### src/rtl/serial_rx_pkg.sv
// Shared definitions for the serial byte receiver: state encoding, line idle level
// and the bit-counter width helper.
package serial_rx_pkg;

  localparam logic IDLE_LEVEL = 1'b1;

  typedef enum logic [2:0] {
    ST_IDLE     = 3'd0,
    ST_DATA     = 3'd1,
    ST_PARITY   = 3'd2,
    ST_STOP     = 3'd3,
    ST_DONE     = 3'd4,
    ST_PERR     = 3'd5,
    ST_ERR_WAIT = 3'd6
  } state_e;

  // Width needed to hold the values 0..n.
  function automatic int unsigned cnt_width(input int unsigned n);
    return $clog2(n + 1);
  endfunction

endpackage

### src/rtl/serial_parity_acc.sv
// Running parity of the bits sampled in a frame: a single toggle flop,
// cleared when a frame starts.
module serial_parity_acc (
  input  logic clk,
  input  logic reset,
  input  logic clear_i,
  input  logic toggle_i,
  output logic acc_o
);

  logic acc_q;

  always_ff @(posedge clk) begin
    if (reset || clear_i) begin
      acc_q <= 1'b0;
    end else if (toggle_i) begin
      acc_q <= ~acc_q;
    end
  end

  assign acc_o = acc_q;

endmodule

### src/rtl/serial_byte_rx.sv
// Serial frame receiver, one bit per clock: start, DATA_BITS data LSB-first, stop.
// Define SERIAL_BYTE_RX_PARITY_EN to expect and check an odd-parity bit before the stop bit.
module serial_byte_rx
  import serial_rx_pkg::*;
#(
  parameter int unsigned DATA_BITS = 8
) (
  input  logic                 clk,
  input  logic                 reset,
  input  logic                 in,
  output logic [DATA_BITS-1:0] out_byte,
  output logic                 done,
  output logic                 parity_err,
  output logic                 frame_err
);

  localparam int unsigned CNT_W = cnt_width(DATA_BITS);

  state_e               state_q, state_d;
  logic [DATA_BITS-1:0] shift_q, shift_d;
  logic [CNT_W-1:0]     bit_cnt_q, bit_cnt_d;
  logic [DATA_BITS-1:0] out_byte_q, out_byte_d;
  logic [DATA_BITS:0]   shift_ext;
  logic                 parity_ok;

`ifdef SERIAL_BYTE_RX_PARITY_EN
  logic frame_start;
  logic acc_toggle;
  logic acc;

  assign frame_start = (state_q inside {ST_IDLE, ST_DONE, ST_PERR}) && (in != IDLE_LEVEL);
  assign acc_toggle  = (state_q inside {ST_DATA, ST_PARITY}) && in;

  serial_parity_acc u_parity_acc (
    .clk      (clk),
    .reset    (reset),
    .clear_i  (frame_start),
    .toggle_i (acc_toggle),
    .acc_o    (acc)
  );

  // Odd parity: data plus parity bit carry an odd number of ones.
  assign parity_ok = acc;
`else
  assign parity_ok = 1'b1;
`endif

  // Right shift with the new bit entering at the MSB; also valid for DATA_BITS == 1.
  assign shift_ext = {in, shift_q};

  // NOTE: state registers use non-blocking assignments so every flop samples
  // pre-edge values, regardless of process ordering.
  always_ff @(posedge clk) begin
    if (reset) begin
      state_q    <= ST_IDLE;
      shift_q    <= '0;
      bit_cnt_q  <= '0;
      out_byte_q <= '0;
    end else begin
      state_q    <= state_d;
      shift_q    <= shift_d;
      bit_cnt_q  <= bit_cnt_d;
      out_byte_q <= out_byte_d;
    end
  end

  always_comb begin
    // NOTE: every output of this block gets a default first, so no path can infer a latch.
    state_d    = state_q;
    shift_d    = shift_q;
    bit_cnt_d  = bit_cnt_q;
    out_byte_d = out_byte_q;
    unique case (state_q)
      ST_IDLE, ST_DONE
`ifdef SERIAL_BYTE_RX_PARITY_EN
      , ST_PERR
`endif
      : begin
        if (in != IDLE_LEVEL) begin
          state_d   = ST_DATA;
          bit_cnt_d = '0;
        end else begin
          state_d = ST_IDLE;
        end
      end
      ST_DATA: begin
        shift_d   = shift_ext[DATA_BITS:1];
        bit_cnt_d = bit_cnt_q + 1'b1;
        if (bit_cnt_q == CNT_W'(DATA_BITS - 1)) begin
`ifdef SERIAL_BYTE_RX_PARITY_EN
          state_d = ST_PARITY;
`else
          state_d = ST_STOP;
`endif
        end
      end
`ifdef SERIAL_BYTE_RX_PARITY_EN
      ST_PARITY: state_d = ST_STOP;
`endif
      ST_STOP: begin
        if (in != IDLE_LEVEL) begin
          state_d = ST_ERR_WAIT;
        end else if (parity_ok) begin
          state_d    = ST_DONE;
          out_byte_d = shift_q;
        end else begin
          state_d = ST_PERR;
        end
      end
      ST_ERR_WAIT: begin
        if (in == IDLE_LEVEL) state_d = ST_IDLE;
      end
      default: state_d = ST_IDLE;
    endcase
  end

  assign out_byte  = out_byte_q;
  assign done      = (state_q == ST_DONE);
  assign frame_err = (state_q == ST_ERR_WAIT);
`ifdef SERIAL_BYTE_RX_PARITY_EN
  assign parity_err = (state_q == ST_PERR);
`else
  assign parity_err = 1'b0;
`endif

endmodule

### config.mk
export PLATFORM = sky130hd
export DESIGN_NAME = serial_byte_rx
export DESIGN_NICKNAME = d
export VERILOG_FILES = /design/src/rtl/serial_rx_pkg.sv /design/src/rtl/serial_parity_acc.sv /design/src/rtl/serial_byte_rx.sv
export SDC_FILE = /design/constraint.sdc
export NUM_CORES = 1
export LEC_CHECK = 0
export CAP_MARGIN = 40
export CORE_MARGIN = 5
export CORE_UTILIZATION = 35
export DETAILED_ROUTE_END_ITERATION = 16
export HOLD_SLACK_MARGIN = 0.12
export PLACE_DENSITY = 0.55
export REMOVE_ABC_BUFFERS = 1
export SLEW_MARGIN = 40
export SYNTH_ARGS = -nofsm -noshare
export SYNTH_HDL_FRONTEND = slang
export SYNTH_HIERARCHICAL = 1
export SYNTH_SLANG_ARGS = --single-unit
export TNS_END_PERCENT = 10
### constraint.sdc
create_clock -name clk -period 1.6 [get_ports clk]
set_input_delay 0.32 -clock clk [delete_from_list [all_inputs] [get_ports clk]]
set_output_delay 0.32 -clock clk [all_outputs]
set_load 0.01 [all_outputs]
=== Word level (Yosys, flattened, before mapping) ===
Index checks and enable logic that the tools add are counted.
Widths: inputs -> output; s select.

* Bits of input ports: 3
* Output and inout port bits: 11
* Register bits after elaboration: 23
* Logic and storage cells: 26

* Equal/unequal tests: 8
* Reductions and logical operators: 6
* Mux-type cells: 7
* $add $sub $neg: 1

{| class="wikitable"
|+ Operators by type and width
! kind !! count
|-
| $pmux 3 s4 || 1
|-
| $pmux 4 s2 || 1
|-
| $eq 3x3->1 const B || 2
|-
| $mux 3 || 2
|-
| $ne 2x2->1 const B || 3
|-
| $reduce_and 2->1 || 3
|-
| $add 4x1->4 const B || 1
|-
| $eq 4x3->1 const B || 1
|-
| $mux 4 || 1
|-
| $eq 3x1->1 const B || 1
|-
| $eq 3x2->1 const B || 1
|-
| $logic_not 3->1 || 1
|-
| $mux 2 || 1
|-
| $reduce_bool 2->1 || 1
|-
| $reduce_or 2->1 || 1
|-
| $mux 1 || 1
|}

=== Logic depth before layout (Yosys ltp) ===
Gate-level depths: netlist of run 1.

* Depth in word-level cells: 4
* Mapped depth: 5
* Mapped depth without buffers: 4

=== Worst setup path after synthesis of run 1 ===
OpenSTA, ideal clock, no wires.

* Path kind: reg-to-reg
* Start: register state_q[0]
* End: register shift_q[2]
* Required time: 1.466 ns
* Stages on the path, launching flop included: 6
* Setup slack: 0.460 ns
* Buffers on the path: 2
* Arrival: 1.006 ns
* Clock period less this slack: 1.140 ns
* Library setup time: 0.134 ns
* Path through: dfxtp_1 -> buf_4 -> or3b_1 -> buf_2 -> nand2_1 -> a21oi_1

* Longest elaborated chain between the ends: 1

{| class="wikitable"
|+ RTL lines
! element !! RTL line !! text
|-
| start: declaration || serial_byte_rx.sv:19 || <nowiki>state_e state_q, state_d;</nowiki>
|-
| start signal: assignment || serial_byte_rx.sv:60 || <nowiki>state_q <= state_d;</nowiki>
|-
| $eq 3x1->1 || serial_byte_rx.sv:73 || <nowiki>unique case (state_q)</nowiki>
|-
| end signal: assignment || serial_byte_rx.sv:61 || <nowiki>shift_q <= shift_d;</nowiki>
|-
| end: declaration || serial_byte_rx.sv:20 || <nowiki>logic [DATA_BITS-1:0] shift_q, shift_d;</nowiki>
|}

No other way between the ends.
A chain may end at the register's enable or synchronous reset.

=== Final worst setup path of run 1 ===
* Start: register out_byte_q[6], in the netlist out_byte[6]
* End: output port out_byte[6]

{| class="wikitable"
|+ RTL lines
! element !! RTL line !! text
|-
| start: declaration || serial_byte_rx.sv:22 || <nowiki>logic [DATA_BITS-1:0] out_byte_q, out_byte_d;</nowiki>
|-
| start signal: assignment || serial_byte_rx.sv:63 || <nowiki>out_byte_q <= out_byte_d;</nowiki>
|-
| end: declaration || serial_byte_rx.sv:11 || <nowiki>output logic [DATA_BITS-1:0] out_byte,</nowiki>
|}

No word-level cell between the ends.

==> impl_metrics.yaml, run 1 <==
worst_setup_path:
  required_ns: 1.28
  critical_path.max_stage_delay_ns: 0.54
  worstPathArrival_ns: 1.20
  criticalPathCategory: "flip-flop to output pin"
  rr_worst_depth: 4
  timing.rr.start: "state_q[0]$_SDFFE_PP0P_"
  path_cells: "clkdlybuf4s50_1"
  crit_family: "buffers and inverters"
  cp-end-kind: "output pin"
  reg2reg_to: "bit_cnt_q[3]$_SDFFE_PP0P_"
  cp_max_fo: 2
  startpoint_type: "flip-flop"
  cp_slowest_cell: "clkdlybuf4s50_1"
  critPathBufInv: 1
  rrSetupSlack_ns: 0.27
synth:
  syn-cell-area_um2: 948
  ys_ff_latch: 23
  yosysWarnings: 6
  synth_edf_count: 0
  synthCells: 111
  ys_types: 28
  synth_seq_area_share: 0.485
  synth_flop_cell: "dfxtp_1"
  synthArstFlopShare: 0
  avgSynthCellArea_um2: 8.54
routing:
  via_per_inst: 4.96
  detail-route-antenna-nets: 0
  routed_wl_um: 1760
  wl_met1_um: 751
  top_signal_layer_used: "met4"
  wl_met2_um: 917
  wl_met3_um: 80
  vias: 773
  drtIter0Drc: 14
  drt_pass1_iterations: 4
  wl_per_cell_um: 11.3
  drc: 0
clock_tree:
  post_cts_resized: 2
  clk_path_buf_depth: 2
  cts_htree_levels: 1
  cts_root_buf: "clkbuf_4"
  cts.clk_slew.worst_paths_ns: 0.12
  post-cts-setup-buffers: 0
  cts.sinks: 23
  cts_made_buffers: 3
  cts_hold_buf: 0
  clk_latency_ns: 0.30
  cts_tree: "done"
placed_design:
  placed_cell_area_mm2: 0.00111
  dp_slack_ns: 0.0295
  io_buffer_count: 12
  dp.cells: 152
  hpwl_um: 1200
  globalplace.congestion: 0.737
floorplanning:
  dieArea_mm2: 0.00385
  start_util: 0.373
  boundaryPins: 14
  core-area_mm2: 0.00254
  fp.dieH_um: 62.1
  fp-row-count: 18
  die_w_um: 62.1
sta:
  worst_clock_skew_ns: 0.00244
  hold_viol: 0
  tns_ns: 0
  drv_slew: 0
  hold_ws_ns: 0.461
  worst_slack_ns: 0.0788
  min_period_over_period: 0.951
  setup_violations: 0
  min_period_ns: 1.52
  fmax_ghz: 0.657
  rsz0062_at_grt: "no"
final_layout:
  drive_gt1_frac: 0.127
  fin_area_mm2: 0.00113
  instances_no_fill: 156
  area_growth_pct: 19.7
  final_nets: 131
  fill_cells: 270
  utilization: 0.446
  n_antenna_cell: 0
pwr:
  power_leakage_nw: 0.394
  ir_worst_vdd_v: 0.000670
  p_total_mw: 0.911
  powerDensity_mw_per_mm2: 803
run:
  cap_violations: 0
grt:
  grt_overflow_total: 0
  grt_pass1_wl_um: 2950
  grt_max_degree: 24
  track_usage: 0.104
  grt_pass1_vias: 718
  grt_antenna_before_repair: 0
outcome:
  status: "complete, no violations"
worst_hold_path:
  min_path_cells: 2
  min_path_type: "flip-flop to flip-flop"
  worstHoldStart: "out_byte[1]$_SDFFE_PP0P_"
  min_to: "out_byte[1]$_SDFFE_PP0P_"
[layout by cell type (no fill, tap or decap), drive strengths merged, types with 2 or more instances in the layout]
cell / count
o21ai: 2
nor3b: 4
nor2: 3
nand2: 35
clkdlybuf4s50: 10
buf: 7
a311oi: 2
dfxtp: 23
clkbuf: 3
a21oi: 19
nor2b: 2
dlygate4sd2: 2
[flip-flops by register name, indices dropped and copies added, names as in the netlist]
signal     cells
bit_cnt_q      4
shift_q        8
out_byte       8
state_q        3
[synthesized netlist by cell type (all sizes together) (2+ instances only)]
cell	number	share of area
nor3b	4	0.044
clkbuf	2	0.0079
nand2	35	0.14
buf	6	0.044
nor2	3	0.015
a21oi	19	0.10
dfxtp	23	0.49
a311oi	2	0.025
o21ai	2	0.011
nor2b	2	0.013
[worst max path at each step]
stage | slack (ns) | to | depth (start not counted) | startpoint
final | 0.08 | out_byte[6] | 1 | out_byte[6]$_SDFFE_PP0P_
after global routing | 0.01 | out_byte[6] | 1 | out_byte[6]$_SDFFE_PP0P_
after CTS | 0.05 | out_byte[6] | 1 | out_byte[6]$_SDFFE_PP0P_
after detailed placement | 0.03 | bit_cnt_q[2]$_SDFFE_PP0P_ | 4 | in
after global placement | 0.07 | bit_cnt_q[3]$_SDFFE_PP0P_ | 4 | in
after floorplan | 0.28 | bit_cnt_q[3]$_SDFFE_PP0P_ | 3 | state_q[0]$_SDFFE_PP0P_
[report_power, final]
part | internal (mW) | total, mW | switching [mW]
logic | 0.0258 | 0.0632 | 0.0374
registers | 0.580 | 0.587 | 0.00719
clock network | 0.0932 | 0.261 | 0.167
total | 0.699 | 0.911 | 0.212
[per-layer routing]
layer  global-route usage  vias up
met5                    0        -
met4               0.0212        0
met3               0.0434        2
met2                0.192       14
met1                0.109      352
li1                     -      405
[cell type report]
| cell class | count | area, µm² | share of cell area |
|---|---|---|---|
| sequential | 23 | 460 | 0.406 |
| multi-input combinational | 80 | 439 | 0.387 |
| timing repair buffer | 19 | 170 | 0.150 |
| tap | 30 | 37.5 | 0.0331 |
| clock buffer | 3 | 22.5 | 0.0198 |
| clock inverter | 1 | 5.00 | 0.00441 |
[cells by family (layout without fill, tap and decap cells)]
logic type / count (synthesis) / count (layout) / synth area share
simple gates: 52 / 52 / 0.276
buf+inv: 8 / 23 / 0.0514
other cells: 1 / 1 / 0.00395
mux: 1 / 1 / 0.0119
flops: 23 / 23 / 0.485
fa+ha+maj: 1 / 1 / 0.0132
compound gates: 25 / 25 / 0.158
Power figures use the tool's default switching activity.
==> run 2: changes to the inputs <==
--- a/config.mk
+++ b/config.mk
@@ -6,12 +6,13 @@
 export NUM_CORES = 1
 export LEC_CHECK = 0
 export CAP_MARGIN = 40
-export CORE_MARGIN = 5
+export CORE_MARGIN = 1.5
 export CORE_UTILIZATION = 35
 export DETAILED_ROUTE_END_ITERATION = 16
 export HOLD_SLACK_MARGIN = 0.12
-export PLACE_DENSITY = 0.55
+export PLACE_DENSITY = 0.56
 export REMOVE_ABC_BUFFERS = 1
+export SKIP_LAST_GASP = 1
 export SLEW_MARGIN = 40
 export SYNTH_ARGS = -nofsm -noshare
 export SYNTH_HDL_FRONTEND = slang
==> impl_metrics.yaml, run 2 (synthesis gave the netlist of run 1 again) <==
outcome:
  status: "complete, no violations"
placed_design:
  dp.cells: 151
  io_buffer_count: 12
  placed_cell_area_mm2: 0.00110
  globalplace.congestion: 0.709
  hpwl_um: 1100
  dp_slack_ns: 0.0118
worst_setup_path:
  cp-end-kind: "output pin"
  worstPathArrival_ns: 1.20
  criticalPathCategory: "flip-flop to output pin"
  critPathLaunch: "out_byte[5]$_SDFFE_PP0P_"
  startpoint_type: "flip-flop"
  cp_slowest_cell: "clkdlybuf4s50_1"
  critical_path_depth: 1
  required_ns: 1.28
  rr_worst_depth: 4
  critical_path.max_stage_delay_ns: 0.54
  crit_family: "buffers and inverters"
  cp_max_fo: 2
  path_cells: "clkdlybuf4s50_1"
  timing.rr.start: "state_q[1]$_SDFFE_PP0P_"
  critPathBufInv: 1
floorplanning:
  dieArea_mm2: 0.00303
  core-area_mm2: 0.00252
  fp.dieH_um: 55.1
  die_w_um: 55.1
  fp-row-count: 18
  boundaryPins: 14
  start_util: 0.376
sta:
  rsz0062_at_grt: "yes"
  hold_viol: 0
  fmax_ghz: 0.658
  min_period_ns: 1.52
  hold_ws_ns: 0.462
  worst_slack_ns: 0.0797
  tns_ns: 0
  worst_clock_skew_ns: 0.00489
  min_period_over_period: 0.950
  setup_violations: 0
  drv_slew: 0
final_layout:
  layout_common_cells: "nand2_1, dfxtp_1, a21oi_1, clkdlybuf4s50_1, buf_4"
  fin_area_mm2: 0.00113
  utilization: 0.448
  final_nets: 130
  instances_no_fill: 155
  n_antenna_cell: 0
  area_growth_pct: 19.3
  drive_gt1_frac: 0.120
  layout_commonest_cell: "nand2_1"
pwr:
  p_total_mw: 0.914
  p_int_mw: 0.700
  powerDensity_mw_per_mm2: 808
  power_leakage_nw: 0.402
  power.share.combinational: 0.068
  p_sw_mw: 0.215
  pwr-share-clk: 0.289
  seqPwrFrac: 0.643
  p_sw_frac: 0.235
  ir_worst_vdd_v: 0.000538
clock_tree:
  cts_made_buffers: 3
  cts.sinks: 23
  cts_htree_levels: 1
  cts.clk_slew.worst_paths_ns: 0.13
  clk_latency_ns: 0.31
  cts_tree: "done"
  post-cts-setup-buffers: 0
  clk_path_buf_depth: 2
  cts_root_buf: "clkbuf_4"
  cts_hold_buf: 0
grt:
  grt_antenna_before_repair: 0
  grt_overflow_total: 0
  grt_pass1_vias: 622
  grt_max_degree: 24
  grt_pass1_wl_um: 2750
  track_usage: 0.128
worst_hold_path:
  min_path_cells: 2
  worstHoldStart: "out_byte[1]$_SDFFE_PP0P_"
  min_path_type: "flip-flop to flip-flop"
routing:
  via_per_inst: 4.94
  wl_per_cell_um: 10.5
  vias: 766
  routed_wl_um: 1630
  drt_pass1_iterations: 2
  drc: 0
  detail-route-antenna-nets: 0
  drtIter0Drc: 3
run:
  cap_violations: 0
-- run 2: routing by layer --
metal | vias up | GRT usage | wire length, µm
met5 | - | 0 | 0
met4 | 0 | 0.0244 | 0
met3 | 0 | 0.0565 | 75
met2 | 12 | 0.222 | 764
met1 | 349 | 0.145 | 788
li1 | 405 | - | -
-- run 2: area by class of cell --
type                       count  area (µm²)
clock buffer                   3        22.5
multi-input combinational     80         439
timing repair buffer          18         166
tap                           30        37.5
fill                         256        1390
clock inverter                 1        5.00
sequential                    23         460
-- run 2: worst min-delay path, cell delays in order, from the launching register on --
cell and delay (ns):
dfxtp_1 0.33, nand2_1 0.05, a21oi_1 0.05
-- run 2: path summary, 6_finish.rpt --
path                                    end  slack [ns]
hold / removal     out_byte[1]$_SDFFE_PP0P_        0.46
setup / recovery                out_byte[5]        0.08
hold reg to reg    out_byte[1]$_SDFFE_PP0P_        0.46
setup reg to reg  bit_cnt_q[3]$_SDFFE_PP0P_        0.29
-- run 2: power by group through the flow --
stage | combinational (mW) | clock (mW) | sequential, mW
floorplan | 0.0324 | 0 | 0.600
global placement | 0.0630 | 0 | 0.600
detailed placement | 0.0630 | 0 | 0.600
CTS | 0.0636 | 0.281 | 0.588
global route | 0.0713 | 0.308 | 0.590
finish | 0.0625 | 0.264 | 0.588
-- run 2: timing repair --
item,in CTS,in global routing
endpoints found under the hold margin,0,0
endpoints found under the setup margin,2,2
gates cloned,0,0
gates resized for setup,1,1
==> run 3: changes to the inputs <==
--- a/config.mk
+++ b/config.mk
@@ -10,7 +10,6 @@
 export CORE_UTILIZATION = 35
 export DETAILED_ROUTE_END_ITERATION = 16
 export HOLD_SLACK_MARGIN = 0.12
-export PLACE_DENSITY = 0.56
 export REMOVE_ABC_BUFFERS = 1
 export SKIP_LAST_GASP = 1
 export SLEW_MARGIN = 40
==> impl_metrics.yaml, run 3 (synthesis gave the netlist of run 1 again) <==
placed_design:
  globalplace.congestion: 0.734
  placed_cell_area_mm2: 0.00111
  hpwl_um: 1190
  io_buffer_count: 12
worst_setup_path:
  cp_max_fo: 2
  path_cells: "clkdlybuf4s50_1"
  crit_family: "buffers and inverters"
  startpoint_type: "flip-flop"
  reg2reg_to: "bit_cnt_q[3]$_SDFFE_PP0P_"
  critPathBufInv: 1
  timing.rr.start: "state_q[1]$_SDFFE_PP0P_"
  worstPathArrival_ns: 1.20
  rrSetupSlack_ns: 0.27
  required_ns: 1.28
  criticalPathCategory: "flip-flop to output pin"
  rr_worst_depth: 4
  cp_slowest_cell: "clkdlybuf4s50_1"
  critical_path.max_stage_delay_ns: 0.54
  cp-end-kind: "output pin"
final_layout:
  multi_input_area_um2: 439
  layout_common_cells: "nand2_1, dfxtp_1, a21oi_1, clkdlybuf4s50_1, buf_4"
  fin_area_mm2: 0.00114
  ff_latch_area_um2: 464
  fill_cells: 256
  utilization: 0.452
  area_growth_pct: 20.2
  final_nets: 129
  n_antenna_cell: 0
  layout_commonest_cell: "nand2_1"
  drive_gt1_frac: 0.121
sta:
  drv_slew: 0
  setup_violations: 0
  min_period_ns: 1.52
  worst_clock_skew_ns: 0.00317
  hold_viol: 0
  min_period_over_period: 0.953
  fmax_ghz: 0.656
  rsz0062_at_grt: "no"
  hold_ws_ns: 0.466
pwr:
  p_int_mw: 0.700
  ir_worst_vdd_v: 0.000516
  p_sw_frac: 0.237
  power_leakage_nw: 0.402
  p_sw_mw: 0.218
  seqPwrFrac: 0.642
  powerDensity_mw_per_mm2: 806
  pwr-share-clk: 0.291
  power.share.combinational: 0.067
floorplanning:
  boundaryPins: 14
  fp.dieH_um: 55.1
  core-area_mm2: 0.00252
  dieArea_mm2: 0.00303
  fp-row-count: 18
  die_w_um: 55.1
  start_util: 0.376
worst_hold_path:
  worstHoldStart: "out_byte[4]$_SDFFE_PP0P_"
  min_path_type: "flip-flop to flip-flop"
  min_to: "out_byte[4]$_SDFFE_PP0P_"
  min_path_cells: 2
clock_tree:
  cts_tree: "done"
  cts_root_buf: "clkbuf_4"
  clk_latency_ns: 0.31
  clk_path_buf_depth: 2
  cts_made_buffers: 3
  cts_htree_levels: 1
  cts.clk_slew.worst_paths_ns: 0.13
  cts_hold_buf: 0
  cts.sinks: 23
routing:
  drc: 0
  via_per_inst: 5.05
  wl_per_cell_um: 11.0
  drt_pass1_iterations: 3
  drtIter0Drc: 9
  vias: 778
  detail-route-antenna-nets: 0
  routed_wl_um: 1700
grt:
  grt_pass1_vias: 685
  track_usage: 0.132
  grt_max_degree: 24
  grt_overflow_total: 0
  grt_antenna_before_repair: 0
  grt_pass1_wl_um: 2880
outcome:
  status: "complete, no violations"
run:
  cap_violations: 0
run 3: routing by layer:
metal	GRT usage	vias up	share of wire
li1	-	399	-
met1	0.143	365	0.45
met2	0.244	14	0.51
met3	0.0565	0	0.044
met4	0.0122	0	0
met5	0	-	0
run 3: power groups by stage:
stage	Clock [mW]	Sequential [mW]	Combinational (mW)
3_5_place_dp	0	0.603	0.0620
5_1_grt	0.306	0.592	0.0694
3_3_place_gp	0	0.602	0.0609
2_1_floorplan	0	0.600	0.0324
6_report	0.267	0.590	0.0612
4_1_cts	0.276	0.590	0.0622
run 3: worst max path at each step:
stage,start,endpoint,slack [ns],depth (start not counted)
floorplan,state_q[0]$_SDFFE_PP0P_,bit_cnt_q[3]$_SDFFE_PP0P_,0.28,3
global placement,in,out_byte[6]$_SDFFE_PP0P_,0.05,4
detailed placement,in,out_byte[5]$_SDFFE_PP0P_,0.009,4
CTS,state_q[0]$_SDFFE_PP0P_,frame_err,-0.19,2
global route,out_byte[2]$_SDFFE_PP0P_,out_byte[2],0.003,1
finish,out_byte[2]$_SDFFE_PP0P_,out_byte[2],0.08,1
run 3: per-stage QoR:
step           TNS [ns]  power (mW)  setup WS [ns]  instances
3_5_place_dp          0       0.665        0.00932        150
5_1_grt               0       0.968        0.00322        154
3_3_place_gp          0       0.663         0.0479        150
2_1_floorplan         0       0.633          0.280        103
6_report              0       0.918         0.0753        154
4_1_cts          -0.194       0.928         -0.194        154
run 3: area by class of cell:
cell class              count  share of cell area
flip-flops and latches     23               0.407
multi-input cells          80               0.385
repair buffers             17               0.150
well taps                  30              0.0329
clock buffers               3              0.0198
clock inverters             1             0.00439
run 3: tightest hold or removal path, delay by kind of cell, from the launching register on:
kind | cells | cell delay (ns)
flops | 1 | 0.33
simple gates | 1 | 0.05
compound gates | 1 | 0.05
run 3: timing repair:
item	CTS	global route
gates resized for setup	1	3
setup buffers	0	0
pin swaps	0	0
endpoints found under the setup margin	2	2
